[src/rtl/alu_cmd_sequencer.sv]
// alu_cmd_sequencer
//   Command-side driver for an 8-bit combinational ALU. It accepts one command
//   per valid/ready handshake and drives the ALU operand, carry-in and mode
//   inputs from registers. It then captures the ALU result and flags and
//   returns them on a valid/ready response channel. A stored carry lets
//   multi-byte add/subtract chains (LSB first) run without software help.
//
// Ports
//   clk, rst_n                      clock, asynchronous active-low reset
//   cmd_valid/cmd_ready             command handshake
//   cmd_a, cmd_b, cmd_cin,
//   cmd_chain, cmd_mode             command payload (cmd_chain selects carry_q as Cin)
//   alu_a, alu_b, alu_cin, alu_mode registered ALU inputs
//   alu_result, alu_ovf, alu_zero,
//   alu_neg, alu_carry              ALU outputs
//   rsp_valid/rsp_ready             response handshake
//   rsp_result, rsp_flags           captured result and {ovf, zero, neg, carry}
//   sticky_ovf, sticky_clr          accumulated overflow flag and its clear
//   carry_q                         stored carry/borrow for chaining
//   ops_done                        completed responses, saturating

module alu_cmd_sequencer #(
    parameter int DATA_W = 8,
    parameter int MODE_W = 4,
    parameter int CNT_W  = 16
) (
    input  logic              clk,
    input  logic              rst_n,
    input  logic              cmd_valid,
    output logic              cmd_ready,
    input  logic [DATA_W-1:0] cmd_a,
    input  logic [DATA_W-1:0] cmd_b,
    input  logic              cmd_cin,
    input  logic              cmd_chain,
    input  logic [MODE_W-1:0] cmd_mode,
    output logic [DATA_W-1:0] alu_a,
    output logic [DATA_W-1:0] alu_b,
    output logic              alu_cin,
    output logic [MODE_W-1:0] alu_mode,
    input  logic [DATA_W-1:0] alu_result,
    input  logic              alu_ovf,
    input  logic              alu_zero,
    input  logic              alu_neg,
    input  logic              alu_carry,
    output logic              rsp_valid,
    input  logic              rsp_ready,
    output logic [DATA_W-1:0] rsp_result,
    output logic [3:0]        rsp_flags,
    output logic              sticky_ovf,
    input  logic              sticky_clr,
    output logic              carry_q,
    output logic [CNT_W-1:0]  ops_done
);

    localparam logic [1:0] IDLE  = 2'd0;
    localparam logic [1:0] ISSUE = 2'd1;
    localparam logic [1:0] RESP  = 2'd2;

    logic [1:0] state;

    assign cmd_ready = (state == IDLE);
    assign rsp_valid = (state == RESP);

    always_ff @(posedge clk or negedge rst_n) begin
        if (!rst_n) begin
            state      <= IDLE;
            alu_a      <= '0;
            alu_b      <= '0;
            alu_cin    <= 1'b0;
            alu_mode   <= '0;
            rsp_result <= '0;
            rsp_flags  <= '0;
            carry_q    <= 1'b0;
            ops_done   <= '0;
        end else begin
            case (state)
                IDLE: begin
                    if (cmd_valid) begin
                        alu_a    <= cmd_a;
                        alu_b    <= cmd_b;
                        alu_mode <= cmd_mode;
                        alu_cin  <= cmd_chain ? carry_q : cmd_cin;
                        state    <= ISSUE;
                    end
                end
                ISSUE: begin
                    // ALU inputs have been stable for the whole cycle; sample now.
                    rsp_result <= alu_result;
                    rsp_flags  <= {alu_ovf, alu_zero, alu_neg, alu_carry};
                    carry_q    <= alu_carry;
                    state      <= RESP;
                end
                RESP: begin
                    if (rsp_ready) begin
                        if (ops_done != '1) begin
                            ops_done <= ops_done + CNT_W'(1);
                        end
                        state <= IDLE;
                    end
                end
                default: state <= IDLE;
            endcase
        end
    end

    // A capture with overflow takes priority over a simultaneous clear.
    always_ff @(posedge clk or negedge rst_n) begin
        if (!rst_n) begin
            sticky_ovf <= 1'b0;
        end else if (state == ISSUE && alu_ovf) begin
            sticky_ovf <= 1'b1;
        end else if (sticky_clr) begin
            sticky_ovf <= 1'b0;
        end
    end

endmodule

[config.mk]
export PLATFORM = sky130hd
export DESIGN_NAME = alu_cmd_sequencer
export DESIGN_NICKNAME = d
export VERILOG_FILES = /design/src/rtl/alu_cmd_sequencer.sv
export SDC_FILE = /design/constraint.sdc
export NUM_CORES = 1
export LEC_CHECK = 0
export BUFFER_PORTS_ARGS = -buffer_cell sky130_fd_sc_hd__buf_4
export CAP_MARGIN = 20
export CORE_MARGIN = 1
export CORE_UTILIZATION = 51
export DETAILED_ROUTE_END_ITERATION = 16
export MAX_ROUTING_LAYER = met4
export PLACE_DENSITY = 0.85
export SETUP_SLACK_MARGIN = 0.02
export SYNTH_ARGS = -nofsm -noshare
export SYNTH_HDL_FRONTEND = slang
export SYNTH_SLANG_ARGS = --single-unit
[constraint.sdc]
create_clock -name clk -period 3.5 [get_ports clk]
set_clock_uncertainty 0.2 [all_clocks]
set_input_delay 0.7 -clock clk [delete_from_list [all_inputs] [get_ports clk]]
set_output_delay 0.7 -clock clk [all_outputs]
set_load 0.01 [all_outputs]
==> metrics.yaml, run 1 <==
cts:
  numCtsBuffers: 5
  cts.repair.resized: 0
  postCtsSetupRepairBufs: 0
  htree_levels: 2
  cts_hold_buf: 0
  clockRootBuffer: "clkbuf_8"
  cts_tree: "built"
  clock-sinks: 52
  clk_latency_ns: 0.30
  clk_path_buf_depth: 2
  clk_pin_slew_ns: 0.09
final_layout:
  mostFrequentLayoutCells: "91 x buf_4, 52 x dfrtp_1, 32 x mux2_2, 8 x nand2_1, 8 x xnor2_1"
  final_layout_size_suffix_gt1_share_pct: 53.39
  mostFrequentLayoutCell: "buf_4"
  antenna_cells: 0
  area_delta_synth_final_pct: 36.53
  fin_nets: 291
  finalInstanceArea_um2: 2960
setup_path:
  ff2ff_setup_slack_ns: 1.36
  cp.required_ns: 3.49
  setup.worst_path.start_class: "register"
  crit_arrival_ns: 2.13
  worstSetupPathType: "register to register"
  endpoint_kind: "register"
  crit_fanout: 23
hold_path:
  min_path_type: "input pin to asynchronous set/reset pin"
global_routing:
  grt.met2_usage_pct: 32.50
  antenna_found_initial: 0
  grtUsageMet3_pct: 7.264
  overflow: 0
  grt_pass1_wl_mm: 7.134
  track_usage_pct: 22.28
  grt_pass1_vias: 1541
  use_met1_pct: 27.96
  grt_busiest_layer: "met2"
  grt_max_degree: 53
route:
  drtPass1Iterations: 4
  dr_total_vias: 1580
  post_drt_wl_per_cell_um: 14.69
  viasPerCell: 5.249
  first_iter_violations: 99
  route.detailed.drc: 0
  wirelength_mm: 4.421
  ant_nets: 0
die:
  num_rows: 23
  core_um2: 4029
  die_h_um: 67.21
  num_io_pins: 92
  start_util_pct: 53.82
  die-area_um2: 4517
  die_w_um: 67.21
pwr:
  switching_share_pct: 32.34
  ir_worst_vdd_mv: 0.5167
  power_leakage_uw: 0.001435
  power_switching_uw: 731.3
  p_int_uw: 1530
  power.density_nw_per_um2: 763.9
  p_clk_share_pct: 13.9
  p_seq_share_pct: 44.2
  pwr-share-comb_pct: 41.9
sta:
  fin_crit_ns: 2.140
  relSlewSlack_pct: 36.87
  timing.fmax_mhz: 467.2
  slew_viol_final: 0
  rsz0062_at_grt: "false"
  hold_viol_final: 0
  period_share_pct: 61.15
  setup_tns_ns: 0
  worst_pin_slew_ns: 0.9469
  setup_violations: 0
place:
  routabilityCongestion: 0.7800
  dp_hpwl_mm: 3.331
  port-buffer-count: 91
  placed_cell_area_um2: 2883
synthesis:
  syn-cell-area_um2: 2168
  synthCells: 158
  syn_nets: 198
  ys_types: 31
  yosys_warnings: 0
  synth_area_per_cell_um2: 13.72
  synth_seq_area_share_pct: 60.01
  synth_seq_cells: 52
run:
  cap_violations: 0
status:
  status: "finished, final reports clean"
-- flip-flops by register name, summed over array words and instances (netlist names) --
register / cells
rsp_flags: 4
sticky_ovf: 1
rsp_result: 8
ops_done: 16
alu_mode: 4
alu_a: 8
state: 2
alu_cin: 1
alu_b: 8
-- synth_stat cells --
cell type / number / area share [%]
and3b_1: 1 / 0.40
nor2_2: 1 / 0.29
o311ai_1: 1 / 0.40
nand3_1: 6 / 1.4
xor2_1: 4 / 1.6
and4_1: 2 / 0.81
nor3_1: 4 / 0.92
o21ai_0: 2 / 0.46
nand4_4: 1 / 0.98
nor4_4: 1 / 0.98
and3_1: 2 / 0.58
and2_1: 1 / 0.29
buf_2: 1 / 0.23
buf_4: 3 / 1.0
mux2i_1: 1 / 0.46
a41oi_1: 1 / 0.40
mux2_2: 32 / 17
nor3_2: 1 / 0.46
nor2_1: 5 / 0.87
nand4_1: 7 / 2.0
a21oi_1: 2 / 0.46
clkbuf_1: 1 / 0.17
a31oi_1: 1 / 0.29
nand2b_1: 2 / 0.58
mux2_4: 1 / 0.69
dfrtp_1: 52 / 60
ha_1: 1 / 0.58
inv_1: 2 / 0.35
xnor2_1: 8 / 3.2
nand2_1: 8 / 1.4
nand3b_1: 3 / 1.0
-- worst paths after layout --
path	startpoint	end	cells past startpoint
hold / removal	rst_n	alu_b[4]$_DFFE_PN0P_	1
setup reg to reg	state[0]$_DFFE_PN0P_	alu_mode[2]$_DFFE_PN0P_	3
min in group clk	rsp_flags[3]$_DFFE_PN0N_	rsp_flags[3]$_DFFE_PN0N_	2
max in group asynchronous	rst_n	rsp_flags[3]$_DFFE_PN0N_	1
setup / recovery	state[0]$_DFFE_PN0P_	alu_mode[2]$_DFFE_PN0P_	3
hold reg to reg	rsp_flags[3]$_DFFE_PN0N_	rsp_flags[3]$_DFFE_PN0N_	2
-- worst max-delay path: stages (launching register included) --
cell	delay (ns)
dfrtp_1	0.43
nor2_1	0.18
and2_1	0.78
mux2_2	0.42
-- power groups by stage --
stage / Sequential, uW / Clock (uW) / Combinational, uW
2_1_floorplan: 1100 / 0 / 380
3_3_place_gp: 1000 / 0 / 935
3_5_place_dp: 1010 / 0 / 961
4_1_cts: 1000 / 325 / 961
5_1_grt: 1030 / 350 / 1020
6_report: 999 / 315 / 947
-- cell type report --
type | instances | area [um2]
sequential | 52 | 1301
fill | 298 | 1069
multi-input combinational | 99 | 828.3
timing repair buffer | 91 | 683.2
clock buffer | 6 | 72.57
tap | 50 | 62.56
inverter | 2 | 7.507
clock inverter | 1 | 5.005
-- cells by family after synthesis --
| kind of cell | after synthesis | synth area share [%] |
|---|---|---|
| mux | 34 | 17.77 |
| compound gates | 7 | 2.020 |
| xor+xnor | 12 | 4.847 |
| simple gates | 45 | 12.98 |
| buf+inv | 7 | 1.788 |
| fa+ha+maj | 1 | 0.5769 |
| flops | 52 | 60.01 |
-- metal layers --
| layer | part of all wire [%] | wire length [um] |
|---|---|---|
| met3 | 8.1 | 358 |
| met1 | 42 | 1840 |
| met2 | 48 | 2124 |
| met4 | 2.2 | 97 |
| met5 | 0 | 0 |
-- metrics by stage --
stage,instances,setup WS (ns),util (%),hold WS (ns),total power (uW)
6_report,301,1.360,73.48,0.2212,2261
3_3_place_gp,294,1.245,71.55,0.2669,1940
4_1_cts,301,1.355,73.48,0.2382,2286
5_1_grt,301,1.226,73.48,0.2732,2399
3_5_place_dp,294,1.225,71.55,0.2753,1969
2_1_floorplan,158,1.675,-,0.2044,1477
Power figures use the tool's default switching activity.
==> run 2, diff against run 1 <==
--- a/config.mk
+++ b/config.mk
@@ -8,10 +8,10 @@
 export BUFFER_PORTS_ARGS = -buffer_cell sky130_fd_sc_hd__buf_4
 export CAP_MARGIN = 20
 export CORE_MARGIN = 1
-export CORE_UTILIZATION = 51
+export CORE_UTILIZATION = 47
 export DETAILED_ROUTE_END_ITERATION = 16
 export MAX_ROUTING_LAYER = met4
-export PLACE_DENSITY = 0.85
+export PLACE_DENSITY = 0.79
 export SETUP_SLACK_MARGIN = 0.02
 export SYNTH_ARGS = -nofsm -noshare
 export SYNTH_HDL_FRONTEND = slang
==> constraint.sdc (replaced) <==
create_clock -name clk -period 2.1 [get_ports clk]
set_clock_uncertainty 0.2 [all_clocks]
set_input_delay 0.42 -clock clk [delete_from_list [all_inputs] [get_ports clk]]
set_output_delay 0.42 -clock clk [all_outputs]
set_load 0.01 [all_outputs]
==> metrics.yaml, run 2 (synthesis results as in run 1) <==
global_routing:
  antenna_found_initial: 0
  grt_max_degree: 53
  track_usage_pct: 19.50
  overflow: 0
  grt_pass1_wl_mm: 7.369
  grt_pass1_vias: 1659
setup_path:
  r2r-end: "ops_done[1]$_DFFE_PN0P_"
  crit_arrival_ns: 1.85
  setup.worst_path.start_class: "register"
  crit_fanout: 8
  ff2ff_setup_slack_ns: 0.24
  reg2reg_from: "ops_done[12]$_DFFE_PN0P_"
  reg2reg_depth: 4
  cp.required_ns: 2.09
  endpoint_kind: "register"
  worstSetupPathType: "register to register"
  crit_path_start: "ops_done[12]$_DFFE_PN0P_"
pwr:
  ir_worst_vdd_mv: 0.8333
  finalPower_uw: 3826
  p_clk_share_pct: 14.9
  power.density_nw_per_um2: 1276
  p_int_uw: 2575
  power_switching_uw: 1251
  power_leakage_uw: 0.001450
  pwr-share-comb_pct: 41.7
  switching_share_pct: 32.70
  p_seq_share_pct: 43.4
route:
  route.detailed.drc: 0
  wl_met3_um: 350
  viasPerCell: 5.251
  wl_met2_mm: 2.052
  wl_met1_mm: 1.899
  wirelength_mm: 4.356
  first_iter_violations: 106
  post_drt_wl_per_cell_um: 14.19
  dr_total_vias: 1612
  drtPass1Iterations: 4
  ant_nets: 0
  dr.max_layer_used: "met4"
sta:
  holdWs_ns: 0.08341
  rsz0062_at_grt: "false"
  fin_crit_ns: 1.863
  setup_ws_ns: 0.2368
  hold_viol_final: 0
  setup_violations: 0
  slew_viol_final: 0
  relSlewSlack_pct: 57.80
  worst_pin_slew_ns: 0.6331
  setup_tns_ns: 0
  period_share_pct: 88.72
  timing.fmax_mhz: 536.7
final_layout:
  fin_nets: 294
  largest_reg_flops: 16
  area_delta_synth_final_pct: 38.32
  mostFrequentLayoutCells: "93 x buf_4, 52 x dfrtp_1, 32 x mux2_2, 8 x nand2_1, 8 x xnor2_1"
  final_layout_size_suffix_gt1_share_pct: 53.73
  mostFrequentLayoutCell: "buf_4"
  top_register: "ops_done"
  antenna_cells: 0
die:
  die_h_um: 69.92
  num_io_pins: 92
  core_um2: 4384
  num_rows: 24
  die_w_um: 69.92
  start_util_pct: 49.46
  die-area_um2: 4889
place:
  dp_hpwl_mm: 3.237
  port-buffer-count: 91
  routabilityCongestion: 0.8202
  dpl_worst_slack_ns: 0.2613
hold_path:
  whs_path_depth: 2
  min_path_type: "input pin to register"
  min-delay-start: "sticky_clr"
  min_to: "sticky_ovf$_DFFE_PN0P_"
cts:
  cts_tree: "built"
  clk_latency_ns: 0.31
  htree_levels: 2
  clk_pin_slew_ns: 0.10
  clockRootBuffer: "clkbuf_8"
  cts.repair.resized: 0
  numCtsBuffers: 5
  clock-sinks: 52
  clk_path_buf_depth: 2
run:
  cap_violations: 0
status:
  status: "finished, final reports clean"
-- run 2: cell types whose count changed in the layout (fill, tap and decap cells not counted), sizes merged --
cell         change
buf              +2
clkinvlp         +1
dlygate4sd3      +1
-- run 2: timing repair --
item	in CTS	in global routing
hold buffers	1	0
buffers inserted	0	0
hold endpoints to repair	52	0
-- run 2: worst max path at each step --
| stage | slack [ns] | cells after the start | endpoint |
|---|---|---|---|
| 6_report | 0.24 | 4 | ops_done[1]$_DFFE_PN0P_ |
| 3_5_place_dp | 0.26 | 4 | ops_done[1]$_DFFE_PN0P_ |
| 4_1_cts | 0.24 | 4 | ops_done[1]$_DFFE_PN0P_ |
| 3_3_place_gp | 0.35 | 4 | ops_done[1]$_DFFE_PN0P_ |
| 2_1_floorplan | 0.32 | 5 | alu_a[7]$_DFFE_PN0P_ |
| 5_1_grt | 0.09 | 5 | ops_done[1]$_DFFE_PN0P_ |
-- run 2: routing by layer --
metal / up-vias / GRT usage, %
met2: 64 / 29.91
met3: 5 / 6.061
met4: 0 / 6.667
met1: 787 / 24.73
li1: 756 / -
met5: - / -
-- run 2: cell type report --
cell class              count  area [um2]
fillers                   323        1385
flip-flops and latches     52        1301
multi-input cells          99       828.3
repair buffers             94       708.2
clock buffers               6       72.57
well taps                  52       65.06
clock inverters             2       16.27
inverters                   2       7.507
-- run 2: critical path: stages, from the launching register on --
cell,delay [ns]
dfrtp_1,0.47
nand4_1,0.24
nor4_4,0.43
nor2_2,0.11
mux2_4,0.31
-- run 2: power by group through the flow --
stage	clock network [uW]	logic (uW)	registers, uW
floorplan	0	633	1830
finish	569	1590	1660
global route	611	1720	1720
detailed placement	0	1620	1680
global placement	0	1590	1660
CTS	577	1620	1660
-- run 2: through the flow --
step	util [%]	instance area (um2)	std cells
global placement	66.15	2900	298
floorplan	-	2168	158
detailed placement	66.15	2900	298
global route	68.41	2999	307
CTS	68.41	2999	307
finish	68.41	2999	307
